$ cat src/rtl/hazard_ctrl_pkg.sv
// Shared CPU definitions: opcode constants, hazard FSM encoding, stage-control bundle.
// Latency: n/a (types, constants and pure decode functions only).
// Backpressure: n/a.
package hazard_ctrl_pkg;

  // Major opcodes, shared with the control decoder
  localparam logic [6:0] RTYPE  = 7'b0110011;
  localparam logic [6:0] ITYPE  = 7'b0010011;
  localparam logic [6:0] LOAD   = 7'b0000011;
  localparam logic [6:0] SAVE   = 7'b0100011;
  localparam logic [6:0] BTYPE  = 7'b1100011;
  localparam logic [6:0] JTYPE  = 7'b1101111;
  localparam logic [6:0] JRTYPE = 7'b1100111;

  typedef enum logic [1:0] {
    ST_RUN      = 2'd0,
    ST_MEM_WAIT = 2'd1,
    ST_HUNG     = 2'd2
  } hz_state_t;

  // Per-cycle pipeline steering produced by the hazard unit
  typedef struct packed {
    logic pc_write;
    logic ifid_write;
    logic pipe_write;
    logic hazard_mux;
    logic ifid_flush;
  } hz_ctrl_t;

  function automatic logic uses_rs1(input logic [6:0] op);
    logic u;
    case (op)
      RTYPE, ITYPE, LOAD, SAVE, BTYPE, JRTYPE: u = 1'b1;
      default:                                 u = 1'b0;
    endcase
    uses_rs1 = u;
  endfunction

  function automatic logic uses_rs2(input logic [6:0] op);
    logic u;
    case (op)
      RTYPE, SAVE, BTYPE: u = 1'b1;
      default:            u = 1'b0;
    endcase
    uses_rs2 = u;
  endfunction

endpackage

$ cat src/rtl/hazard_ctrl_sat_counter.sv
// Saturating up-counter used for the hazard unit's performance statistics.
// Latency: count visible one cycle after inc; holds at all-ones once reached.
// Backpressure: none; inc is sampled every cycle.
// Ports: clk, rst_n (async, active-low), inc (count enable), cnt (current value).
module sat_counter #(
  parameter int CNT_W = 16
) (
  input  logic             clk,
  input  logic             rst_n,
  input  logic             inc,
  output logic [CNT_W-1:0] cnt
);

  localparam logic [CNT_W-1:0] CNT_MAX = {CNT_W{1'b1}};
  localparam logic [CNT_W-1:0] CNT_ONE = CNT_W'(1);

  always_ff @(posedge clk or negedge rst_n) begin
    if (!rst_n) begin
      cnt <= '0;
    end else if (inc && (cnt != CNT_MAX)) begin
      cnt <= cnt + CNT_ONE;
    end
  end

endmodule

$ cat src/rtl/hazard_ctrl.sv
// Pipeline hazard unit: load-use bubble, redirect squash, memory freeze, hang watchdog.
// Latency: control outputs are combinational (zero cycles); state/counters update on clk.
// Backpressure: icache/dcache stalls freeze every stage; a hang freezes until reset.
// Ports: id_* (ID-stage operands), ex_* (EX load/redirect info), *_stall (memory not ready)
//        -> hazard_mux, pc_write, ifid_write, pipe_write, ifid_flush, hung, perf counters.
module hazard_ctrl
  import hazard_ctrl_pkg::*;
#(
  parameter int TIMEOUT = 255,
  parameter int CNT_W   = 16
) (
  input  logic             clk,
  input  logic             rst_n,
  input  logic [6:0]       id_opcode,
  input  logic [4:0]       id_rs1,
  input  logic [4:0]       id_rs2,
  input  logic [4:0]       ex_rd,
  input  logic             ex_memread,
  input  logic             ex_redirect,
  input  logic             icache_stall,
  input  logic             dcache_stall,
  output logic             hazard_mux,
  output logic             pc_write,
  output logic             ifid_write,
  output logic             pipe_write,
  output logic             ifid_flush,
  output logic             hung,
  output logic [CNT_W-1:0] stall_cnt,
  output logic [CNT_W-1:0] bubble_cnt,
  output logic [CNT_W-1:0] flush_cnt
);

  // The wait counter only has to reach TIMEOUT-1; the hang is declared on that cycle
  localparam int WAIT_W = (TIMEOUT > 1) ? $clog2(TIMEOUT) : 1;
  localparam logic [WAIT_W-1:0] WAIT_LAST = WAIT_W'(TIMEOUT - 1);
  localparam logic [WAIT_W-1:0] WAIT_ONE  = WAIT_W'(1);

  hz_state_t   state, state_nxt;
  logic [WAIT_W-1:0] wait_cnt;
  hz_ctrl_t    ctrl;
  logic        mem_stall;
  logic        load_use;
  logic        at_limit;
  logic        take_bubble;
  logic        take_flush;

  assign mem_stall = icache_stall | dcache_stall;
  assign at_limit  = (wait_cnt == WAIT_LAST);

  // x0 never carries a real dependency, and only operands the opcode actually reads count
  assign load_use = ex_memread && (ex_rd != 5'd0) &&
                    (((ex_rd == id_rs1) && uses_rs1(id_opcode)) ||
                     ((ex_rd == id_rs2) && uses_rs2(id_opcode)));

  // State register
  always_ff @(posedge clk or negedge rst_n) begin
    if (!rst_n) begin
      state <= ST_RUN;
    end else begin
      state <= state_nxt;
    end
  end

  // Next-state logic
  always_comb begin
    state_nxt = state;
    case (state)
      ST_RUN: begin
        if (mem_stall) state_nxt = at_limit ? ST_HUNG : ST_MEM_WAIT;
      end
      ST_MEM_WAIT: begin
        if (!mem_stall)    state_nxt = ST_RUN;
        else if (at_limit) state_nxt = ST_HUNG;
      end
      ST_HUNG: state_nxt = ST_HUNG;
      default: state_nxt = ST_RUN;
    endcase
  end

  // Consecutive stall cycles; any ready cycle restarts the count
  always_ff @(posedge clk or negedge rst_n) begin
    if (!rst_n) begin
      wait_cnt <= '0;
    end else if (!mem_stall) begin
      wait_cnt <= '0;
    end else if (!at_limit) begin
      wait_cnt <= wait_cnt + WAIT_ONE;
    end
  end

  // Output decode in priority order. A redirect seen during a freeze needs no storage:
  // the frozen EX stage keeps presenting it until the first ready cycle.
  always_comb begin
    ctrl        = '{pc_write: 1'b1, ifid_write: 1'b1, pipe_write: 1'b1,
                    hazard_mux: 1'b0, ifid_flush: 1'b0};
    take_bubble = 1'b0;
    take_flush  = 1'b0;
    if (!rst_n) begin
      // keep the normal decode while held in reset
    end else if (state == ST_HUNG) begin
      ctrl = '0;
    end else if (mem_stall) begin
      ctrl = '0;
    end else if (ex_redirect) begin
      // squash both wrong-path instructions: IF/ID cleared, ID bubbled into EX
      ctrl       = '{pc_write: 1'b1, ifid_write: 1'b1, pipe_write: 1'b1,
                     hazard_mux: 1'b1, ifid_flush: 1'b1};
      take_flush = 1'b1;
    end else if (load_use) begin
      ctrl        = '{pc_write: 1'b0, ifid_write: 1'b0, pipe_write: 1'b1,
                      hazard_mux: 1'b1, ifid_flush: 1'b0};
      take_bubble = 1'b1;
    end
  end

  assign pc_write   = ctrl.pc_write;
  assign ifid_write = ctrl.ifid_write;
  assign pipe_write = ctrl.pipe_write;
  assign hazard_mux = ctrl.hazard_mux;
  assign ifid_flush = ctrl.ifid_flush;
  assign hung       = (state == ST_HUNG);

  sat_counter #(.CNT_W(CNT_W)) u_stall_cnt (
    .clk   (clk),
    .rst_n (rst_n),
    .inc   (mem_stall | hung),
    .cnt   (stall_cnt)
  );

  sat_counter #(.CNT_W(CNT_W)) u_bubble_cnt (
    .clk   (clk),
    .rst_n (rst_n),
    .inc   (take_bubble),
    .cnt   (bubble_cnt)
  );

  sat_counter #(.CNT_W(CNT_W)) u_flush_cnt (
    .clk   (clk),
    .rst_n (rst_n),
    .inc   (take_flush),
    .cnt   (flush_cnt)
  );

endmodule

$ cat config.mk
export PLATFORM = sky130hd
export DESIGN_NAME = hazard_ctrl
export DESIGN_NICKNAME = d
export VERILOG_FILES = /design/src/rtl/hazard_ctrl_pkg.sv /design/src/rtl/hazard_ctrl_sat_counter.sv /design/src/rtl/hazard_ctrl.sv
export SDC_FILE = /design/constraint.sdc
export NUM_CORES = 1
export LEC_CHECK = 0
export BUFFER_PORTS_ARGS = -buffer_cell sky130_fd_sc_hd__buf_4
export CAP_MARGIN = 25
export CORE_MARGIN = 2
export CORE_UTILIZATION = 30
export DETAILED_ROUTE_END_ITERATION = 10
export HOLD_SLACK_MARGIN = 0.02
export PLACE_DENSITY = 0.6
export RECOVER_POWER = 50
export SYNTH_ARGS = -nofsm -noshare
export SYNTH_HDL_FRONTEND = slang
export SYNTH_SLANG_ARGS = --single-unit
export TNS_END_PERCENT = 30
$ cat constraint.sdc
create_clock -name clk -period 2.3 [get_ports clk]
set_clock_uncertainty 0.1 [all_clocks]
set_input_delay 0.345 -clock clk [delete_from_list [all_inputs] [get_ports clk]]
set_output_delay 0.345 -clock clk [all_outputs]
set_load 0.05 [all_outputs]
---- Word-level counts from Yosys, hierarchy flattened ----
Cells that the tools add are included.
operators by class
  add/sub/neg operators ................... 4
  div/mod/pow operators ................... 0
  shift-type cells ........................ 0
  bitwise logic cells ..................... 2
  equality and inequality tests ........... 17
  muxes and demuxes ....................... 23
  order comparisons ....................... 0
  multipliers ............................. 0
  reduce and logical (&&, ||, !) cells .... 13
operator list
  cell                     number
  $add A16 B1 Y16 const B  3
  $ne A16 B16 Y1 const B   3
  $mux W5                  5
  $mux W8                  2
  $eq A7 B6 Y1 const B     2
  $eq A7 B7 Y1 const B     2
  $mux W1                  11
  $eq A5 B5 Y1             2
  $add A8 B1 Y8 const B    1
  $eq A8 B8 Y1 const B     1
  $mux W2                  4
  $eq A7 B2 Y1 const B     1
  $eq A7 B5 Y1 const B     1
  $logic_and A1 B1 Y1      7
  $pmux W2 S3              1
  $reduce_or A6 Y1         1
  $reduce_bool A5 Y1       1
  $ne A2 B2 Y1 const B     2
  $ne A3 B3 Y1 const B     1
  $reduce_or A3 Y1         1
  $eq A2 B1 Y1 const B     1
  $eq A2 B2 Y1 const B     1
  $logic_not A2 Y1         1
  $or A1 B1 Y1             2
  2 further kinds          2
storage, ports and cells
  output and inout port bits .............. 54
  word-level logic and storage cells ...... 64
  input bits .............................. 28
  bits in latches ......................... 0
  RAM bits ................................ 0
  memories kept ........................... 0
  bits in read-only memories .............. 0
  flip-flop bits (word level) ............. 58

---- Logic depth before layout (Yosys ltp) ----
Gate-level depths: netlist of the first run.
  word-level depth ........................ 12
  depth in mapped cells ................... 8
  gate-level depth less buffers ........... 7

---- Cells and area by module ----
From an unflattened synthesis of the first run, not the netlist that was laid out.
unflattened totals
  cells, all modules ...................... 294
  area total of the unflattened synthesis .. 3,273.1 sq um
by module, submodules not included
  module       area each (sq um)  cells each  sequential area each (sq um)  times used
  sat_counter  859.6              72          400.4                         3
  hazard_ctrl  694.4              78          250.2                         1

---- Least setup slack after synthesis of the first run ----
No wires, ideal clock.
  path type ............................... input-to-output
  start point ............................. input ex_rd[1]
  end point ............................... output pc_write
  data arrival time ....................... 2,638 ps
  stages on the path ...................... 5
  buffers on the path ..................... 1
  data required time ...................... 1,855 ps
  setup slack ............................. -783 ps
  path through ............................ or4_4 > o21ai_4 > nor3_1 > o21ai_0 > buf_4
on the way
  cells in the longest elaborated chain, start to end .. 9
  elaborated cells on any way between the ends .. 13
  classes of those cells .................. 2 x eq/ne; 5 x mux; 6 x reduce/logical
ends and longest elaborated chain
  what                                           RTL line                              RTL
  start: declaration                             hazard_ctrl.sv:17                     input logic [4:0] ex_rd,
  $eq A5 B5 Y1, on equally long branches         hazard_ctrl.sv:52, hazard_ctrl.sv:53
  $logic_and A1 B1 Y1, on equally long branches  hazard_ctrl.sv:52, hazard_ctrl.sv:53
  $logic_or A1 B1 Y1                             hazard_ctrl.sv:52                     (((ex_rd == id_rs1) && uses_rs1(id_opcode)) ||
  $logic_and A1 B1 Y1 (*)                        hazard_ctrl.sv:51                     assign load_use = ex_memread && (ex_rd != 5'd0) &&
  $mux W5 (*)                                    hazard_ctrl.sv:109                    end else if (load_use) begin
  $mux W5 (*)                                    hazard_ctrl.sv:104                    end else if (ex_redirect) begin
  $mux W5 (*)                                    hazard_ctrl.sv:102                    end else if (mem_stall) begin
  $mux W5 (*)                                    hazard_ctrl.sv:100                    end else if (state == ST_HUNG) begin
  $mux W5 (*)                                    hazard_ctrl.sv:98                     if (!rst_n) begin
  end: declaration                               hazard_ctrl.sv:23                     output logic pc_write,
Mark *: on every way between the ends. The rest lies on a longest branch, timed or not.

---- Final worst setup path of the first run ----
  start point ............................. input ex_rd[1]
  end point ............................... output hazard_mux
on the way
  cells in the longest elaborated chain, start to end .. 9
  elaborated cells on any way between the ends .. 13
  classes of those cells .................. 2 x eq/ne; 5 x mux; 6 x reduce/logical
ends and longest elaborated chain
  what                                           RTL line                              RTL
  $eq A5 B5 Y1, on equally long branches         hazard_ctrl.sv:52, hazard_ctrl.sv:53
  $logic_and A1 B1 Y1, on equally long branches  hazard_ctrl.sv:52, hazard_ctrl.sv:53
  $logic_or A1 B1 Y1                             hazard_ctrl.sv:52
  $logic_and A1 B1 Y1 (*)                        hazard_ctrl.sv:51
  $mux W5 (*)                                    hazard_ctrl.sv:109
  $mux W5 (*)                                    hazard_ctrl.sv:104
  $mux W5 (*)                                    hazard_ctrl.sv:102
  $mux W5 (*)                                    hazard_ctrl.sv:100
  $mux W5 (*)                                    hazard_ctrl.sv:98
  end: declaration                               hazard_ctrl.sv:22                     output logic hazard_mux,
Marked as above.

==> qor.yml, run 1 <==
peakVddDrop_uv: 562
grt_pass1_vias: 2354
worstHoldStart: "icache_stall"
die_w_um: 104
holdPathEnd: "wait_cnt[6]"
fill_cells: 1029
clock_transition_at_path_regs_ns: 0.06
netlist_area_um2: 2980
area_enclosed_by_the_die_boundary_um2: 10700
postRouteWirelength_um: 6660
critical_path.cell_chain: "buf_4, or4_4, o21ai_4, nor2_1, o211a_1, buf_4"
number_of_vias_per_cell: 4.55
root_buffer: "sky130_fd_sc_hd__clkbuf_8"
synth.ff_latch_count: 58
area_growth_syn_to_layout_pct: 29.3
final_core_util_pct: 39.6
global_route_wire_length_before_repair_um: 11400
synth_enable_flop_cells: 0
clock_tree_buffer_depth: 2
worstHoldPathCells: 3
synth.lib_cells_used.distinct: 44
slew_of_the_pin_with_the_lowest_slew_margin_ns: 1.01
yosys_most_used_dff: "sky130_fd_sc_hd__dfrtp_1"
synthArstFlopShare_pct: 100
syn_inst: 279
antenna_violations_before_repair: 0
critical_path_s_largest_stage_delay_ns: 0.54
design_area_um2: 3850
final.hold.worst_slack_ns: 0.270
gpl_congestion: 0.759
floorplan.die.height_um: 104
clock_sinks: 58
worst_setup_path_end_kind: "output pin"
post-layout-total-power_mw: 3.00
first_pass_iters: 4
route.antenna.remaining_nets: 0
clock_power_share_pct: 27.1
power_frac_comb_pct: 28.9
worstHoldPathType: "input pin to flip-flop"
dpl-instance-area_um2: 3780
postCtsSetupRepairBufs: 0
area.sequential_um2: 1450
timing.final.crit_share_pct: 91.4
core_ar_um2: 9730
hold_viol: 0
detailed_place_hpwl_um: 5040
drive_gt1_share_pct: 25.0
slew_viol_final: 0
syn_avg_cell_area_um2: 10.7
sequential_cell_area_fraction_in_the_yosys_report_pct: 48.7
initial_utilization_pct: 30.6
rr_endpoint: "u_bubble_cnt.cnt[1]"
setup.worst_path.start_class: "input pin"
detailroute.via_count: 2332
final-setup-viol-count: 0
rsz0062_at_grt: "no"
cp_common_cell: "sky130_fd_sc_hd__buf_4"
cts_tree: "built"
h-tree-depth: 3
slowest_stage: "sky130_fd_sc_hd__or4_4"
core.rowCount: 36
clkLatencyLatePin_ns: 0.33
leakagePower_nw: 1.81
ioPinCount: 82
grt_util_all_layers_pct: 13.1
timing.rr.start: "u_bubble_cnt.cnt[0]"
maxSlewHeadroom_pct: 32.4
maxCapViolations: 0
critPathArrivalTime_ns: 1.66
syn-num-nets: 312
drc: 0
maxClockFrequency_mhz: 476
power_frac_seq_pct: 44.0
synth-warning-count: 0
internal-power_mw: 1.85
sw_ratio_pct: 38.2
grt_max_degree: 40
design.final.nets: 408
post-route-min-period_ns: 2.10
multiInputGateArea_um2: 1500
io_buffers: 81
path_class: "input pin to output pin"
initialDrtViolationCount: 79
power.net_switching_mw: 1.14
timing.critical_path.fanout_max: 4
result_of_the_run: "completed"
ff2ff_setup_slack_ns: 0.27
cp.required_ns: 1.86
n_antenna_cell: 0
final_sum_of_negative_setup_slack_ns: 0
wl_per_cell_um: 13.0
timing.reg2reg.worst_path_depth: 6
global_route.overflow_total: 0
p_per_area_nw_per_um2: 777
tritoncts.num_buffers: 9
-- state kept, by name (all words and copies together), names as in the netlist --
register	cells
u_stall_cnt.cnt	16
u_flush_cnt.cnt	16
state	2
u_bubble_cnt.cnt	16
wait_cnt	8
-- what timing repair did --
item | in CTS | in global routing
gates resized for setup | 0 | 1
hold buffers | 1 | 0
hold endpoints to repair | 19 | 0
setup endpoints to repair | 0 | 2
-- Yosys cell counts (3+ instances only) --
library cell              number  area, um^2
sky130_fd_sc_hd__nand3_1      15        75.1
sky130_fd_sc_hd__xnor2_1      28         245
sky130_fd_sc_hd__mux2_2        3        33.8
sky130_fd_sc_hd__nor2_2        4        25.0
sky130_fd_sc_hd__nand2_1      30         113
sky130_fd_sc_hd__dfrtp_1      58        1450
sky130_fd_sc_hd__nand4_1      15        93.8
sky130_fd_sc_hd__nor3_1       10        50.1
sky130_fd_sc_hd__nor2_1       26        97.6
sky130_fd_sc_hd__and2_1        4        25.0
sky130_fd_sc_hd__xor2_1       30         263
sky130_fd_sc_hd__and3_1        7        43.8
sky130_fd_sc_hd__inv_1         5        18.8
sky130_fd_sc_hd__ha_1          5        62.6
sky130_fd_sc_hd__nor3_2        3        30.0
-- worst max path at each step --
stage                  start  slack (ns)  cells past startpoint                  end
floorplan           state[1]        0.07                      5   u_flush_cnt.cnt[1]
global placement    ex_rd[1]        0.18                      6  u_bubble_cnt.cnt[1]
CTS                 ex_rd[3]        0.18                      8           ifid_write
detailed placement  ex_rd[1]        0.17                      6  u_bubble_cnt.cnt[1]
finish              ex_rd[1]        0.20                      6           hazard_mux
global route        state[1]        0.05                      6           hazard_mux
-- final cells by class --
| type | instances | share of cell area [%] |
|---|---|---|
| Tap cell | 133 | 4.32 |
| Timing Repair Buffer | 88 | 14.5 |
| Clock inverter | 3 | 0.389 |
| Clock buffer | 13 | 3.86 |
| Inverter | 5 | 0.487 |
| Sequential cell | 58 | 37.7 |
| Multi-Input combinational cell | 213 | 38.8 |
-- stage by stage --
stage	std cells	setup WS, ns
floorplan	279	0.0684
global placement	496	0.183
detailed placement	496	0.168
CTS	513	0.183
global route	513	0.0544
finish	513	0.197
-- cells by family (layout without fill, tap and decap cells) --
family                     Yosys count  after routing  share of synthesized area, %
xor gates and xnor gates            58             58                          17.0
and+or+nand+nor                    133            133                          25.1
adders and majority gates            5              5                          2.10
muxes                                3              3                          1.13
AOI/OAI and AO/OA                   14             14                          4.24
DFF                                 58             58                          48.7
buffers and inverters                8            109                          1.68
-- cell usage in the layout (no fill, tap or decap), types with 4 or more instances in the layout --
cell,synthesis,routed
sky130_fd_sc_hd__buf_4,1,59
sky130_fd_sc_hd__nor3_2,3,4
sky130_fd_sc_hd__nor3_1,10,9
sky130_fd_sc_hd__ha_1,5,5
sky130_fd_sc_hd__clkbuf_1,0,30
sky130_fd_sc_hd__nand2_1,30,30
sky130_fd_sc_hd__nand3_1,15,15
sky130_fd_sc_hd__nor2_2,4,4
sky130_fd_sc_hd__and3_1,7,7
sky130_fd_sc_hd__and2_1,4,4
sky130_fd_sc_hd__inv_1,5,5
sky130_fd_sc_hd__clkbuf_8,0,10
sky130_fd_sc_hd__nor2_1,26,26
sky130_fd_sc_hd__dfrtp_1,58,58
sky130_fd_sc_hd__nand4_1,15,15
sky130_fd_sc_hd__xor2_1,30,30
sky130_fd_sc_hd__xnor2_1,28,28
-- layer usage --
metal / wire (um) / vias to the layer above / GRT usage (%)
met5: 0 / - / 0
met4: 63 / 0 / 4.63
met3: 380 / 6 / 4.53
met2: 3040 / 51 / 20.7
met1: 3170 / 1120 / 16.7
li1: - / 1155 / -
-- critical path: cells and delay by family --
family	cells	cell delay [ns]
buffers and inverters	2	0.30
AND/OR/NAND/NOR	2	0.61
AO/OA/AOI/OAI	2	0.39
-- power by group through the flow --
stage	registers, mW	clock network [mW]	logic (mW)
detailed placement	1.34	0	0.903
floorplan	1.63	0	0.263
CTS	1.32	0.853	0.905
global placement	1.33	0	0.889
finish	1.32	0.812	0.865
global route	1.35	0.883	0.935
No activity file was read; power rests on OpenSTA's default activity.
==> run 2: changes to the inputs <==
--- a/config.mk
+++ b/config.mk
@@ -10,8 +10,8 @@
 export CORE_MARGIN = 2
 export CORE_UTILIZATION = 30
 export DETAILED_ROUTE_END_ITERATION = 10
-export HOLD_SLACK_MARGIN = 0.02
-export PLACE_DENSITY = 0.6
+export HOLD_SLACK_MARGIN = 0.1
+export PLACE_DENSITY = 0.61
 export RECOVER_POWER = 50
 export SYNTH_ARGS = -nofsm -noshare
 export SYNTH_HDL_FRONTEND = slang
==> constraint.sdc (replaced) <==
create_clock -name clk -period 1.8 [get_ports clk]
set_clock_uncertainty 0.1 [all_clocks]
set_input_delay 0.27 -clock clk [delete_from_list [all_inputs] [get_ports clk]]
set_output_delay 0.27 -clock clk [all_outputs]
set_load 0.05 [all_outputs]
==> qor.yml, run 2 (synthesized netlist as in run 1, its figures left out) <==
dpl-instance-area_um2: 4260  # +13%
area_enclosed_by_the_die_boundary_um2: 10700  # unchanged
worst_setup_path_end_kind: "output pin"
rsz0062_at_grt: "yes"
grt_pass1_vias: 2647  # +12%
slew_of_the_pin_with_the_lowest_slew_margin_ns: 0.955  # -0.0594 ns
ioPinCount: 82  # unchanged
maxClockFrequency_mhz: 520
final_sum_of_negative_setup_slack_ns: -1.14  # -1.14 ns
clkLatencyLatePin_ns: 0.33  # about the same
clock_sinks: 58  # unchanged
result_of_the_run: "complete, but fails checks"
critPathArrivalTime_ns: 1.55  # -0.11 ns
drc: 0  # unchanged
initialDrtViolationCount: 48  # -39%
timing.critical_path.from: "ex_rd[4]"
wl_per_cell_um: 12.8  # -1.1%
root_buffer: "sky130_fd_sc_hd__clkbuf_8"
io_buffers: 81  # unchanged
cts_tree: "built"
first_pass_iters: 4  # unchanged
drive_gt1_share_pct: 45.9  # +21 points
final-setup-viol-count: 19  # +19
grt_max_degree: 40  # unchanged
initial_utilization_pct: 30.6  # unchanged
timing.rr.start: "state[1]"
die_w_um: 104  # unchanged
timing.final.crit_share_pct: 107
maxCapViolations: 0  # unchanged
timing.critical_path.fanout_max: 3  # -1
post-route-min-period_ns: 1.92
path_class: "input pin to output pin"
tritoncts.num_buffers: 9  # unchanged
final.setup.worst_slack_ns: -0.123  # -0.320 ns
setup.worst_path.start_class: "input pin"
worstHoldPathType: "input pin to flip-flop"
layout_top_registers: "u_bubble_cnt.cnt (16), u_flush_cnt.cnt (16), u_stall_cnt.cnt (16)"
leakagePower_nw: 2.22  # +22%
floorplan.die.height_um: 104  # unchanged
layout_commonest_cell: "sky130_fd_sc_hd__buf_4"
area.sequential_um2: 1480  # +1.7%
antenna_violations_before_repair: 0  # unchanged
global_route.overflow_total: 0  # unchanged
hold_viol: 0  # unchanged
peakVddDrop_uv: 625  # +11%
clock_transition_at_path_regs_ns: 0.06  # about the same
number_of_vias_per_cell: 4.54  # about the same
core_ar_um2: 9730  # unchanged
p_per_area_nw_per_um2: 891  # +15%
h-tree-depth: 3  # unchanged
gpl_congestion: 0.774  # +2.0%
n_antenna_cell: 0  # unchanged
detailed_place_hpwl_um: 5500  # +9.0%
core.rowCount: 36  # unchanged
route.antenna.remaining_nets: 0  # unchanged
design_area_um2: 4630  # +20%
area_growth_syn_to_layout_pct: 55.4
maxSlewHeadroom_pct: 36.3  # +4.0 points
cp.required_ns: 1.43  # -0.43 ns
multiInputGateArea_um2: 1670  # +12%
violated_checks: "negative setup slack"
global_route_wire_length_before_repair_um: 12500  # +9.4%
design.final.nets: 468  # +15%
slew_viol_final: 0  # unchanged
grt_util_all_layers_pct: 14.2  # +1.1 points
most-common-layout-cells: "sky130_fd_sc_hd__buf_4, sky130_fd_sc_hd__dfrtp_1, sky130_fd_sc_hd__nand2_1, sky130_fd_sc_hd__xor2_1, sky130_fd_sc_hd__xnor2_1"
worstHoldStart: "icache_stall"
postRouteWirelength_um: 7350  # +10%
detailroute.via_count: 2603  # +12%
clock_tree_buffer_depth: 2  # unchanged
fill_cells: 963  # -6.4%
-- run 2: changes by cell type in the layout (fill, tap and decap cells not counted), moves of 3 or more --
| cell | before | now |
|---|---|---|
| sky130_fd_sc_hd__buf_4 | 59 | 105 |
| sky130_fd_sc_hd__nor2_1 | 26 | 20 |
| sky130_fd_sc_hd__nor3_4 | 0 | 5 |
| sky130_fd_sc_hd__nand3_2 | 0 | 3 |
| sky130_fd_sc_hd__dfrtp_2 | 0 | 20 |
| sky130_fd_sc_hd__clkbuf_1 | 30 | 22 |
| sky130_fd_sc_hd__dfrtp_1 | 58 | 38 |
| sky130_fd_sc_hd__nor3_1 | 9 | 4 |
| sky130_fd_sc_hd__nor2_4 | 0 | 4 |
| sky130_fd_sc_hd__buf_6 | 0 | 13 |
| sky130_fd_sc_hd__nand3_1 | 15 | 12 |
-- run 2: path summary, 6_finish.rpt --
check	slack [ns]	depth (start not counted)	endpoint
max	-0.12	6	hazard_mux
min	0.22	3	wait_cnt[6]
max reg2reg	-0.08	8	u_bubble_cnt.cnt[13]
max in group asynchronous	0.13	3	u_flush_cnt.cnt[7]
min in group asynchronous	0.80	3	u_bubble_cnt.cnt[11]
min reg2reg	0.38	1	u_bubble_cnt.cnt[4]
-- run 2: area by class of cell --
| cell class | count | area share, % |
|---|---|---|
| clock buffer | 10 | 2.76 |
| inverter | 5 | 0.459 |
| tap | 133 | 3.59 |
| timing repair buffer | 147 | 24.0 |
| clock inverter | 6 | 1.24 |
| sequential | 58 | 31.9 |
| multi-input combinational | 214 | 36.0 |
-- run 2: timing repair --
item,4_1_cts,5_1_grt
buffers inserted,7,3
gates cloned,0,1
endpoints found under the hold margin,58,0
endpoints found under the setup margin,20,39
pin swaps,10,12
hold buffers,2,0
resized for setup,22,15
-- run 2: report_power, final --
part           switching (mW)  internal [mW]
Combinational           0.844          0.506
Clock                   0.531          0.630
Sequential              0.145           1.47
Total                    1.52           2.61
-- run 2: critical path: stages --
cell                      delay (ns)
sky130_fd_sc_hd__buf_8          0.10
sky130_fd_sc_hd__or4_4          0.54
sky130_fd_sc_hd__o21ai_4        0.20
sky130_fd_sc_hd__nor2_1         0.07
sky130_fd_sc_hd__o211a_1        0.22
sky130_fd_sc_hd__buf_6          0.15
-- run 2: routing by layer --
metal / up-vias / track usage, % / wire length, um
met2: 45 / 23.7 / 3550
met1: 1264 / 18.3 / 3450
met5: - / 0 / 0
li1: 1284 / - / -
met4: 0 / 4.63 / 95
met3: 10 / 2.96 / 260
-- run 2: stage by stage --
stage               hold WS (ns)  std cells  setup slack, ns  power, mW  util, %
detailed placement         0.213        544           -0.254       3.00     43.8
global placement           0.215        544           -0.222       2.97     43.8
global route               0.241        573           -0.178       4.38     47.6
floorplan                 -0.126        279           -0.223       2.44        -
finish                     0.224        573           -0.123       4.13     47.6
CTS                        0.218        569           -0.177       4.21     47.4
==> run 3: changes to the inputs <==
--- a/config.mk
+++ b/config.mk
@@ -8,11 +8,12 @@
 export BUFFER_PORTS_ARGS = -buffer_cell sky130_fd_sc_hd__buf_4
 export CAP_MARGIN = 25
 export CORE_MARGIN = 2
-export CORE_UTILIZATION = 30
+export CORE_UTILIZATION = 47
 export DETAILED_ROUTE_END_ITERATION = 10
 export HOLD_SLACK_MARGIN = 0.1
-export PLACE_DENSITY = 0.61
+export PLACE_DENSITY = 0.85
 export RECOVER_POWER = 50
+export SKIP_LAST_GASP = 1
 export SYNTH_ARGS = -nofsm -noshare
 export SYNTH_HDL_FRONTEND = slang
 export SYNTH_SLANG_ARGS = --single-unit
==> qor.yml, run 3 (synthesized netlist as in run 1, its figures left out) <==
grt_pass1_vias: 2660  # +0.49%
grt_util_all_layers_pct: 21.5  # +7.4 points
cts_tree: "built"
setup.worst_path.start_class: "input pin"
gr-usage-met2_pct: 37.4  # +14 points
n_antenna_cell: 0  # unchanged
final-setup-viol-count: 6  # -13
worstHoldStart: "icache_stall"
die_w_um: 83.6  # -19%
maxSlewHeadroom_pct: 34.5  # -1.8 points
violated_checks: "negative setup slack"
layout_top_registers: "u_bubble_cnt.cnt (16), u_flush_cnt.cnt (16), u_stall_cnt.cnt (16)"
global_route.overflow_total: 0  # unchanged
hold_viol: 0  # unchanged
ioPinCount: 82  # unchanged
core_ar_um2: 6240  # -36%
postRouteWirelength_um: 7180  # -2.3%
design.final.nets: 447  # -4.5%
maxClockFrequency_mhz: 520  # about the same
layout_commonest_cell: "sky130_fd_sc_hd__buf_4"
clock_transition_at_path_regs_ns: 0.06  # about the same
holdPathEnd: "wait_cnt[6]"
clock_sinks: 58  # unchanged
most-common-layout-cells: "sky130_fd_sc_hd__buf_4, sky130_fd_sc_hd__dfrtp_1, sky130_fd_sc_hd__xor2_1, sky130_fd_sc_hd__clkbuf_1, sky130_fd_sc_hd__nand2_1"
io_buffers: 81  # unchanged
final_sum_of_negative_setup_slack_ns: -0.386  # +0.755 ns
slowest_stage: "sky130_fd_sc_hd__or4_4"
gpl_congestion: 0.848  # +9.6%
wl_per_cell_um: 14.5  # +13%
post-route-min-period_ns: 1.92  # +0.00158 ns
final_core_util_pct: 68.1  # +21 points
post-layout-total-power_mw: 4.02  # -2.5%
drive_gt1_share_pct: 41.5  # -4.4 points
top_usage_layer: "met2"
area_growth_syn_to_layout_pct: 42.7
worstHoldPathType: "input pin to flip-flop"
detailroute.via_count: 2547  # -2.2%
design_area_um2: 4250  # -8.2%
timing.final.crit_share_pct: 107  # about the same
final.setup.worst_slack_ns: -0.124  # -0.00158 ns
number_of_vias_per_cell: 5.14  # +13%
initialDrtViolationCount: 106  # +120%
timing.critical_path.fanout_max: 4  # +1
p_per_area_nw_per_um2: 946  # +6.2%
slew_viol_final: 0  # unchanged
path_class: "input pin to output pin"
result_of_the_run: "complete, but fails checks"
peakVddDrop_uv: 791  # +26%
global_route_wire_length_before_repair_um: 12000  # -4.0%
core.rowCount: 29  # -19%
initial_utilization_pct: 47.8  # +17 points
h-tree-depth: 3  # unchanged
leakagePower_nw: 2.00  # -9.6%
critical_path_s_largest_stage_delay_ns: 0.53  # about the same
detailed_place_hpwl_um: 5330  # -3.1%
rr_endpoint: "u_bubble_cnt.cnt[7]"
rsz0062_at_grt: "yes"
area_enclosed_by_the_die_boundary_um2: 6990  # -35%
ff2ff_setup_slack_ns: 0.01  # +0.09 ns
globalRouteMet3Util_pct: 5.34  # +2.4 points
tritoncts.num_buffers: 9  # unchanged
worst_setup_path_end_kind: "output pin"
worstSetupPathDepth: 6  # unchanged
first_pass_iters: 4  # unchanged
clkLatencyLatePin_ns: 0.34  # about the same
cp.required_ns: 1.43  # about the same
worstHoldPathCells: 3  # unchanged
route.antenna.remaining_nets: 0  # unchanged
drc: 0  # unchanged
critical_path.cell_chain: "buf_6, or4_4, o21ai_4, nor3_2, o21ai_4, buf_6"
maxCapViolations: 0  # unchanged
timing.critical_path.from: "ex_rd[1]"
critPathArrivalTime_ns: 1.55  # about the same
dpl-instance-area_um2: 4030  # -5.4%
timing.reg2reg.worst_path_depth: 8  # unchanged
antenna_violations_before_repair: 0  # unchanged
timing.rr.start: "u_bubble_cnt.cnt[1]"
clock_tree_buffer_depth: 2  # unchanged
slew_of_the_pin_with_the_lowest_slew_margin_ns: 0.982  # +0.0271 ns
root_buffer: "sky130_fd_sc_hd__clkbuf_8"
grt_max_degree: 41  # +2.5%
critical_path_buf_inv_count: 2  # unchanged
grt.met1_usage_pct: 25.4  # +7.1 points
final.hold.worst_slack_ns: 0.224  # +0.000110 ns
critPathTopFamily: "simple AND/OR/NAND/NOR gates"
floorplan.die.height_um: 83.6  # -19%
==> run 3: changes by cell type in the layout (fill, tap and decap cells not counted), moves of 3 or more <==
cell	before	now
sky130_fd_sc_hd__buf_4	105	85
sky130_fd_sc_hd__buf_6	13	5
sky130_fd_sc_hd__clkbuf_1	22	30
sky130_fd_sc_hd__clkbuf_2	2	7
sky130_fd_sc_hd__clkinv_2	4	1
sky130_fd_sc_hd__nor3_1	4	7
sky130_fd_sc_hd__nor3_4	5	2
==> run 3: worst register-to-register path, cell delays in order (launching register included) <==
cell and delay, ns:
sky130_fd_sc_hd__dfrtp_2 0.38, sky130_fd_sc_hd__ha_4 0.15, sky130_fd_sc_hd__nand3_2 0.09, sky130_fd_sc_hd__nor2_2 0.14, sky130_fd_sc_hd__nand4_1 0.16, sky130_fd_sc_hd__o211ai_4 0.22, sky130_fd_sc_hd__buf_4 0.22, sky130_fd_sc_hd__nor2_2 0.05
sky130_fd_sc_hd__xor2_1 0.14
==> run 3: worst max path at each step <==
stage / slack, ns / end
after floorplan: -0.22 / u_stall_cnt.cnt[5]
after global placement: -0.21 / u_bubble_cnt.cnt[7]
after detailed placement: -0.25 / u_bubble_cnt.cnt[7]
after CTS: -0.12 / ifid_write
after global routing: -0.16 / ifid_write
final: -0.12 / ifid_write
==> run 3: stage by stage <==
| stage | cells | worst slack, ns |
|---|---|---|
| after global routing | 496 | -0.164 |
| after CTS | 491 | -0.121 |
| after global placement | 470 | -0.206 |
| final | 496 | -0.124 |
| after floorplan | 279 | -0.223 |
| after detailed placement | 470 | -0.248 |
==> run 3: what timing repair did <==
item                       in CTS  in global routing
setup endpoints to repair      21                 26
hold buffers                    2                  0
buffers inserted                3                  5
pin swaps                       4                 12
resized for setup              13                  9
hold endpoints to repair       58                  0
==> run 3: layout make-up <==
type	instances	area, um^2
well taps	77	96.3
inverters	5	21.3
fillers	512	1990
repair buffers	127	856
clock inverters	2	12.5
clock buffers	14	163
multi-input cells	213	1630
flip-flops and latches	58	1480
==> run 3: per-layer routing <==
metal | share of wire (%) | wire [um]
met5 | 0 | 0
met4 | 1.6 | 115
met3 | 5.1 | 365
met2 | 50 | 3600
met1 | 43 | 3100
==> run 3: report_power, final <==
part | internal, mW | switching, mW
combinational | 0.474 | 0.835
sequential | 1.47 | 0.166
clock | 0.574 | 0.504
total | 2.52 | 1.50
